`src/rtl/dual_input_debouncer.sv`:
```
// Two independent raw-input debouncers (2-flop sync + stability FSM); out follows raw after DEBOUNCE_CYCLES+2 edges, no backpressure.
// Optional DEBOUNCE_LOCKOUT_EN: after each out change the channel ignores its input for DEBOUNCE_CYCLES cycles (HOLD).

module debounce_channel #(
  parameter int DEBOUNCE_CYCLES = 4
) (
  input  logic clk,
  input  logic rst_n,
  input  logic raw,
  output logic out,
  output logic chg,
  output logic idle
);
  localparam int CNT_W = $clog2(DEBOUNCE_CYCLES + 1);
  localparam logic [CNT_W-1:0] CNT_ONE  = CNT_W'(1);
  localparam logic [CNT_W-1:0] CNT_LAST = CNT_W'(DEBOUNCE_CYCLES - 1);
`ifdef DEBOUNCE_LOCKOUT_EN
  localparam logic [CNT_W-1:0] CNT_MAX  = CNT_W'(DEBOUNCE_CYCLES);

  typedef enum logic [1:0] {IDLE = 2'd0, CHECK = 2'd1, HOLD = 2'd2} state_t;
`else
  typedef enum logic {IDLE = 1'b0, CHECK = 1'b1} state_t;
`endif

  logic             s1, s2;
  state_t           state, state_nxt;
  logic [CNT_W-1:0] cnt, cnt_nxt;
  logic             out_nxt, chg_nxt;

  // raw is asynchronous; only s2 is ever looked at by the FSM
  always_ff @(posedge clk or negedge rst_n) begin
    if (!rst_n) begin
      s1 <= 1'b0;
      s2 <= 1'b0;
    end else begin
      s1 <= raw;
      s2 <= s1;
    end
  end

  always_ff @(posedge clk or negedge rst_n) begin
    if (!rst_n) begin
      state <= IDLE;
      cnt   <= '0;
      out   <= 1'b0;
      chg   <= 1'b0;
    end else begin
      state <= state_nxt;
      cnt   <= cnt_nxt;
      out   <= out_nxt;
      chg   <= chg_nxt;
    end
  end

  always_comb begin
    state_nxt = state;
    cnt_nxt   = cnt;
    out_nxt   = out;
    chg_nxt   = 1'b0;
    case (state)
      IDLE: begin
        cnt_nxt = '0;
        if (s2 != out) begin
          if (DEBOUNCE_CYCLES == 1) begin
            out_nxt = s2;
            chg_nxt = 1'b1;
`ifdef DEBOUNCE_LOCKOUT_EN
            state_nxt = HOLD;
            cnt_nxt   = CNT_ONE;
`endif
          end else begin
            state_nxt = CHECK;
            cnt_nxt   = CNT_ONE;
          end
        end
      end
      CHECK: begin
        if (s2 == out) begin
          // bounce back: qualification restarts from zero
          state_nxt = IDLE;
          cnt_nxt   = '0;
        end else if (cnt == CNT_LAST) begin
          out_nxt = s2;
          chg_nxt = 1'b1;
`ifdef DEBOUNCE_LOCKOUT_EN
          state_nxt = HOLD;
          cnt_nxt   = CNT_ONE;
`else
          state_nxt = IDLE;
          cnt_nxt   = '0;
`endif
        end else begin
          cnt_nxt = cnt + CNT_ONE;
        end
      end
`ifdef DEBOUNCE_LOCKOUT_EN
      HOLD: begin
        if (cnt == CNT_MAX) begin
          state_nxt = IDLE;
          cnt_nxt   = '0;
        end else begin
          cnt_nxt = cnt + CNT_ONE;
        end
      end
`endif
      default: begin
        state_nxt = IDLE;
        cnt_nxt   = '0;
      end
    endcase
  end

  assign idle = (state == IDLE);

endmodule

module dual_input_debouncer #(
  parameter int DEBOUNCE_CYCLES = 4
) (
  input  logic clk,
  input  logic rst_n,
  input  logic a_raw,
  input  logic b_raw,
  output logic a,
  output logic b,
  output logic a_chg,
  output logic b_chg,
  output logic stable
);
  logic a_idle, b_idle;

  debounce_channel #(.DEBOUNCE_CYCLES(DEBOUNCE_CYCLES)) u_chan_a (
    .clk  (clk),
    .rst_n(rst_n),
    .raw  (a_raw),
    .out  (a),
    .chg  (a_chg),
    .idle (a_idle)
  );

  debounce_channel #(.DEBOUNCE_CYCLES(DEBOUNCE_CYCLES)) u_chan_b (
    .clk  (clk),
    .rst_n(rst_n),
    .raw  (b_raw),
    .out  (b),
    .chg  (b_chg),
    .idle (b_idle)
  );

  assign stable = a_idle && b_idle;

endmodule
```
`config.mk`:
```
export PLATFORM = sky130hd
export DESIGN_NAME = dual_input_debouncer
export DESIGN_NICKNAME = d
export VERILOG_FILES = /design/src/rtl/dual_input_debouncer.sv
export SDC_FILE = /design/constraint.sdc
export NUM_CORES = 1
export LEC_CHECK = 0
export ABC_CLOCK_PERIOD_IN_PS = 2300
export CORE_AREA = 2 2 39 41
export DETAILED_ROUTE_END_ITERATION = 12
export DIE_AREA = 0 0 41 43
export GPL_TIMING_DRIVEN = 0
export PLACE_DENSITY_LB_ADDON = 0.05
export SETUP_SLACK_MARGIN = 0.5
export SYNTH_ARGS = -nofsm -noshare
export SYNTH_HDL_FRONTEND = slang
export SYNTH_SLANG_ARGS = --single-unit
```
`constraint.sdc`:
```
create_clock -name clk -period 2.3 [get_ports clk]
set_input_delay 0.46 -clock clk [delete_from_list [all_inputs] [get_ports clk]]
set_output_delay 0.46 -clock clk [all_outputs]
set_load 0.02 [all_outputs]
```
==> key figures, run 1 <==
Route
  • Vias/cell: 4.84
  • Routed wire length: 840 um
  • Antenna-violating nets left: 0
  • Drt pass-1 iters: 4
  • Via count: 329
  • DR iter-0 viols: 1
  • Residual DRC count: 0
  • Routed len/inst: 12.4 um

Pwr
  • Peak VDD IR: 0.522 mV
  • Total power: 0.799 mW
  • Lkg Pwr: 0.343 nW
  • Power Density: 1130 mW/mm^2

Critical path
  • Largest stage delay, worst path: 0.62 ns
  • R2r endpoint: u_chan_a.out
  • R2r startpoint: u_chan_a.cnt[0]
  • Flop-to-flop setup slack: 1.00 ns
  • Setup CP Type: reg2out
  • Capture point of the critical path: a
  • Worst Setup SP: u_chan_a.out
  • Crit path buf inv count: 1
  • Top delay family on crit path: buffers and inverters
  • Critical path launch point type: register
  • Arrival time worst endpoint: 1.27 ns
  • Worst R2R Path Depth: 4
  • Setup crit end kind: primary output
  • Req. time, crit path: 1.84 ns
  • Worst-path fanout max: 3
  • Slowest CP cell: clkdlybuf4s50_1
  • CP Cell Sequence: clkdlybuf4s50_1
  • Cell count along the critical path: 1

STA
  • Unrepaired setup endpoints after global routing: false
  • Final Hold Vio Count: 0
  • Setup TNS: 0 ns
  • Fin Hold WS: 0.359 ns
  • Fmax: 0.577 GHz
  • Minimum clock period: 1.73 ns
  • Tcrit/Tclk final: 75.4%
  • Worst Max-Slew Pin Slew: 0.675 ns
  • # setup viols final: 0
  • Slew margin rel.: 54.9%
  • Fin. max-slew vios: 0
  • Clk_skew: 0.00326 ns

Hold path
  • WHS Path Cells: 0
  • Hold crit path type: reg2reg

Cells and area
  • Synth-to-layout area growth: 21.2%
  • Fin nets: 60
  • Share of cells above drive strength 1: 13.5%
  • Top Registers: u_chan_a.cnt (3), u_chan_b.cnt (3)
  • Antenna diode count: 0

Flow run
  • Max cap viols: 0

Synth
  • Distinct cells, synth: 15
  • Mapped cell area: 586 um^2
  • Synthesized area per cell: 14.3 um^2
  • Seq/Total Area, Yosys: 68.4%
  • Ranking of synthesized cells by area: dfrtp_1 68%, ha_1 4.3%, mux2_2 3.8%, nor2_1 3.2%, xnor2_1 3.0%
  • Post-Syn Instances: 41
  • Synth warn: 0
  • Yosys reg bits: 16
  • Share of the synthesized area in the top cell type: 68.4%
  • Syn Nets: 47
  • Top cell type by total area after synthesis: dfrtp_1

Die
  • Die Width: 41 um
  • Core area: 0.00138 mm^2
  • Die Area: 0.00176 mm^2
  • Die height: 43 um
  • Num ports: 9
  • Num rows: 14
  • Initial Util: 42.3%

Clock network
  • Worst skew pair latency: 0.27 ns
  • TritonCTS clock tree: done
  • Hold-fix buffers, CTS: 0
  • Cts repair resizes: 1
  • CTS buffer count: 3
  • H-Tree Depth: 1
  • Clk slew on worst S/H paths: 0.08 ns
  • Clock Tree Buf Depth: 2
  • CTS sink cnt: 16
  • Post-CTS Setup Bufs: 0
  • Root Buffer: clkbuf_4

Place
  • Routability Congestion: 0.660
  • PortBufs: 8
  • Dpl hpwl: 677 um

Global routing
  • First-pass GRT wire length: 1520 um
  • GRT Residual Overflow: 0
  • Antenna violations before repair: 0
  • Pin count of the biggest net entering global routing: 17
  • Vias in the first global route: 358
  • Tot GR Track Use: 12.9%

Status
  • Outcome: complete, no violations
Yosys cell counts (all sizes together):
library cell / n
a21oi: 2
and3: 1
xnor2: 2
nand2: 2
ha: 2
nor2b: 2
and4b: 1
nor2: 5
o21a: 2
dfrtp: 16
nor3b: 2
xor2: 1
mux2: 2
nand2b: 1
routing by layer:
metal	track usage, %	share of wire [%]
met1	15.0	44
met2	20.9	52
met5	0	0
met3	3.14	3.5
met4	6.00	0
worst min path at each step:
stage | end | from | slack [ns]
floorplan | u_chan_a.chg | rst_n | 0.16
global placement | u_chan_a.s2 | u_chan_a.s1 | 0.34
detailed placement | u_chan_a.s2 | u_chan_a.s1 | 0.34
CTS | u_chan_b.s2 | u_chan_b.s1 | 0.36
global route | u_chan_b.s2 | u_chan_b.s1 | 0.37
finish | u_chan_b.s2 | u_chan_b.s1 | 0.36
final cells by class:
cell class	instances	area, um^2
Tap cell	16	20.0
Timing Repair Buffer	8	81.3
Clock buffer	3	22.5
Multi-Input combinational cell	25	185
Fill cell	118	674
Sequential cell	16	400
cells in the final DEF, fill, tap and decap left out, drive strengths merged:
cell	count
a21oi	2
and3	1
and4b	1
clkbuf	3
clkdlybuf4s50	6
dfrtp	16
dlygate4sd2	1
dlymetal6s2s	1
ha	2
mux2	2
nand2	2
nand2b	1
nor2	5
nor2b	2
nor3b	2
o21a	2
xnor2	2
xor2	1
cell families (layout without fill, tap and decap cells):
kind of cell / Yosys count / count (layout) / synth area share (%)
fa+ha+maj: 2 / 2 / 4.27
flops: 16 / 16 / 68.4
buf+inv: 0 / 11 / 0
mux: 2 / 2 / 3.85
xor+xnor: 3 / 3 / 4.49
compound gates: 4 / 4 / 4.27
simple gates: 14 / 14 / 14.7
report_power, final:
part / internal, mW / leakage [nW] / total, mW / switching, mW
Clock: 0.0605 / 0.0138 / 0.136 / 0.0751
Sequential: 0.355 / 0.203 / 0.416 / 0.0614
Combinational: 0.130 / 0.126 / 0.247 / 0.118
Total: 0.545 / 0.343 / 0.799 / 0.254
through the flow:
step / area (um^2) / std cells / utilization, % / worst slack, ns
6_report: 709 / 68 / 51.3 / 0.566
5_1_grt: 709 / 68 / 51.3 / 0.514
4_1_cts: 707 / 68 / 51.1 / 0.520
3_5_place_dp: 686 / 65 / 49.5 / 0.717
3_3_place_gp: 686 / 65 / 49.5 / 0.731
2_1_floorplan: 586 / 41 / - / 1.08
(Power assumes the default switching activity.)
==> inputs of run 2 (changes only) <==
--- a/config.mk
+++ b/config.mk
@@ -5,10 +5,10 @@
 export SDC_FILE = /design/constraint.sdc
 export NUM_CORES = 1
 export LEC_CHECK = 0
-export ABC_CLOCK_PERIOD_IN_PS = 2300
-export CORE_AREA = 2 2 39 41
+export ABC_CLOCK_PERIOD_IN_PS = 1550
+export CORE_MARGIN = 1
+export CORE_UTILIZATION = 44
 export DETAILED_ROUTE_END_ITERATION = 12
-export DIE_AREA = 0 0 41 43
 export GPL_TIMING_DRIVEN = 0
 export PLACE_DENSITY_LB_ADDON = 0.05
 export SETUP_SLACK_MARGIN = 0.5
==> constraint.sdc (replaced) <==
create_clock -name clk -period 1.55 [get_ports clk]
set_input_delay 0.31 -clock clk [delete_from_list [all_inputs] [get_ports clk]]
set_output_delay 0.31 -clock clk [all_outputs]
set_load 0.02 [all_outputs]
==> run 2 against run 1 <==
Effect of this change: design area increased by 31%; sequential cell count is the same; clock skew barely moved; sequential power grew 49%; via count up 28%; register-to-register slack worse by 0.67 ns; clock power rose by 100%; critical path depth up 1; global-route usage rose by 5.5 points; clock-buffer cell count grew 1; power grew 120%; sequential share of layout area down 13 points; critical path type unchanged.
==> key figures, run 2 (synthesis results as in run 1) <==
Route
  • Residual DRC count: 0 (unchanged)
  • Routed wire length: 1340 um (+60%)
  • DR iter-0 viols: 5 (+4)
  • Routed len/inst: 16.6 um (+34%)
  • Vias/cell: 5.19 (+7.2%)
  • Antenna-violating nets left: 0 (unchanged)
  • Via count: 420 (+28%)
  • Drt pass-1 iters: 2 (-2)

Status
  • Outcome: complete, no violations

Critical path
  • Setup crit end kind: primary output
  • CP Cell Sequence: nor2_1, buf_4
  • Setup CP Type: reg2out
  • Largest stage delay, worst path: 0.39 ns (-0.23 ns)
  • Critical path launch point type: register
  • Req. time, crit path: 1.24 ns (-0.60 ns)
  • Arrival time worst endpoint: 0.92 ns (-0.35 ns)
  • Slowest CP cell: dfrtp_1
  • Worst-path fanout max: 2 (-1)

Global routing
  • GR Util met1: 22.1% (+7.2 points)
  • GRT busiest layer: met2
  • GRT Residual Overflow: 0 (unchanged)
  • First-pass GRT wire length: 1770 um (+17%)
  • Tot GR Track Use: 18.4% (+5.5 points)
  • Met2 Resource Use GR: 31.7% (+11 points)
  • Pin count of the biggest net entering global routing: 17 (unchanged)
  • Antenna violations before repair: 0 (unchanged)
  • Routing usage on met3: 3.49% (+0.35 points)
  • Vias in the first global route: 424 (+18%)

Pwr
  • Lkg Pwr: 0.443 nW (+29%)
  • Power Density: 1860 mW/mm^2 (+65%)
  • Peak VDD IR: 1.08 mV (+110%)

Die
  • Num ports: 9 (unchanged)
  • Core area: 0.00117 mm^2 (-15%)
  • Num rows: 12 (-2)
  • Die Area: 0.00148 mm^2 (-16%)
  • Initial Util: 50.0% (+7.7 points)
  • Die Width: 38.5 um (-6.1%)
  • Die height: 38.5 um (-11%)

Cells and area
  • Fin nets: 74 (+23%)
  • Synth-to-layout area growth: 58.8%
  • Top Registers: u_chan_a.cnt (3), u_chan_b.cnt (3)
  • Commonest non-fill, non-tap cells in the layout: 15 x dfrtp_1, 13 x buf_4, 6 x buf_6
  • Leading cell type in the layout, fill and taps excluded: dfrtp_1
  • Antenna diode count: 0 (unchanged)
  • Share of cells above drive strength 1: 62.7% (+49 points)
  • Non-Filler Instances: 81 (+19%)

Place
  • Placed Instances: 63 (-3.1%)
  • Dpl hpwl: 640 um (-5.4%)
  • PortBufs: 8 (unchanged)
  • Routability Congestion: 0.660 (about the same)

Flow run
  • Max cap viols: 0 (unchanged)

STA
  • Unrepaired setup endpoints after global routing: true
  • Slew margin rel.: 55.1% (+0.19 points)
  • Fmax: 0.814 GHz
  • Fin Hold WS: 0.364 ns (+0.00496 ns)
  • Tcrit/Tclk final: 79.2%
  • Final Hold Vio Count: 0 (unchanged)
  • Fin. max-slew vios: 0 (unchanged)
  • Minimum clock period: 1.23 ns
  • Worst Max-Slew Pin Slew: 0.672 ns (-0.00290 ns)
  • Clk_skew: 0.00371 ns (+0.000450 ns)
  • Setup TNS: 0 ns (unchanged)
  • # setup viols final: 0 (unchanged)

Clock network
  • CTS sink cnt: 16 (unchanged)
  • CTS buffer count: 3 (unchanged)
  • TritonCTS clock tree: done
  • Clock Tree Buf Depth: 2 (unchanged)
  • Clk slew on worst S/H paths: 0.09 ns (about the same)
  • Root Buffer: clkbuf_4
  • Worst skew pair latency: 0.29 ns (+0.02 ns)
  • H-Tree Depth: 1 (unchanged)

Hold path
  • Hold crit path type: reg2reg
==> run 2: cell count changes in the layout (fill, tap and decap cells not counted), sizes merged <==
cell           delta
buf              +19
clkbuf            +1
clkdlybuf4s50     -3
dlygate4sd2       -1
dlymetal6s2s      -1
==> run 2: final timing paths <==
| check | from | to | slack, ns | cells after the start |
|---|---|---|---|---|
| setup / recovery | u_chan_b.state | stable | 0.32 | 2 |
| hold / removal | u_chan_b.s1 | u_chan_b.s2 | 0.36 | 0 |
| setup reg to reg | u_chan_b.cnt[0] | u_chan_b.out | 0.33 | 4 |
| hold reg to reg | u_chan_b.s1 | u_chan_b.s2 | 0.36 | 0 |
| max in group asynchronous | rst_n | u_chan_a.out | 0.66 | 1 |
| min in group asynchronous | rst_n | u_chan_a.cnt[1] | 0.42 | 1 |
==> run 2: final cells by class <==
cell class                 instances  area (um^2)
tap                               14         17.5
clock buffer                       4         36.3
timing repair buffer              22          195
fill                              65          241
multi-input combinational         25          279
sequential                        16          402
==> run 2: report_power, final <==
group	switching, mW	internal (mW)
sequential	0.0887	0.529
clock	0.129	0.143
combinational	0.362	0.476
total	0.579	1.15
==> run 2: worst max-delay path: cells and delay by family (launching register included) <==
family        cells  cell delay, ns
buf+inv           1            0.14
flops             1            0.39
simple gates      1            0.10
==> run 2: routing by layer <==
metal | wire length (um) | up-vias
met5 | 0 | -
met4 | 23 | 0
met3 | 25 | 4
met2 | 696 | 7
met1 | 597 | 221
li1 | - | 188
==> run 2: metrics by stage <==
step                utilization, %  power, mW  setup WS (ns)  area, um^2
floorplan                        -      0.893          0.414         608
global placement              60.3       1.01          0.121         706
detailed placement            60.3       1.05          0.116         706
CTS                           71.0       1.48          0.331         832
global route                  79.4       1.82          0.271         930
finish                        79.4       1.73          0.322         930
==> run 2: timing repair <==
action / 4_1_cts / 5_1_grt
setup endpoints to repair: 10 / 16
pin swaps: 2 / 2
hold buffers: 0 / 0
resized for setup: 32 / 13
buffers inserted: 9 / 5
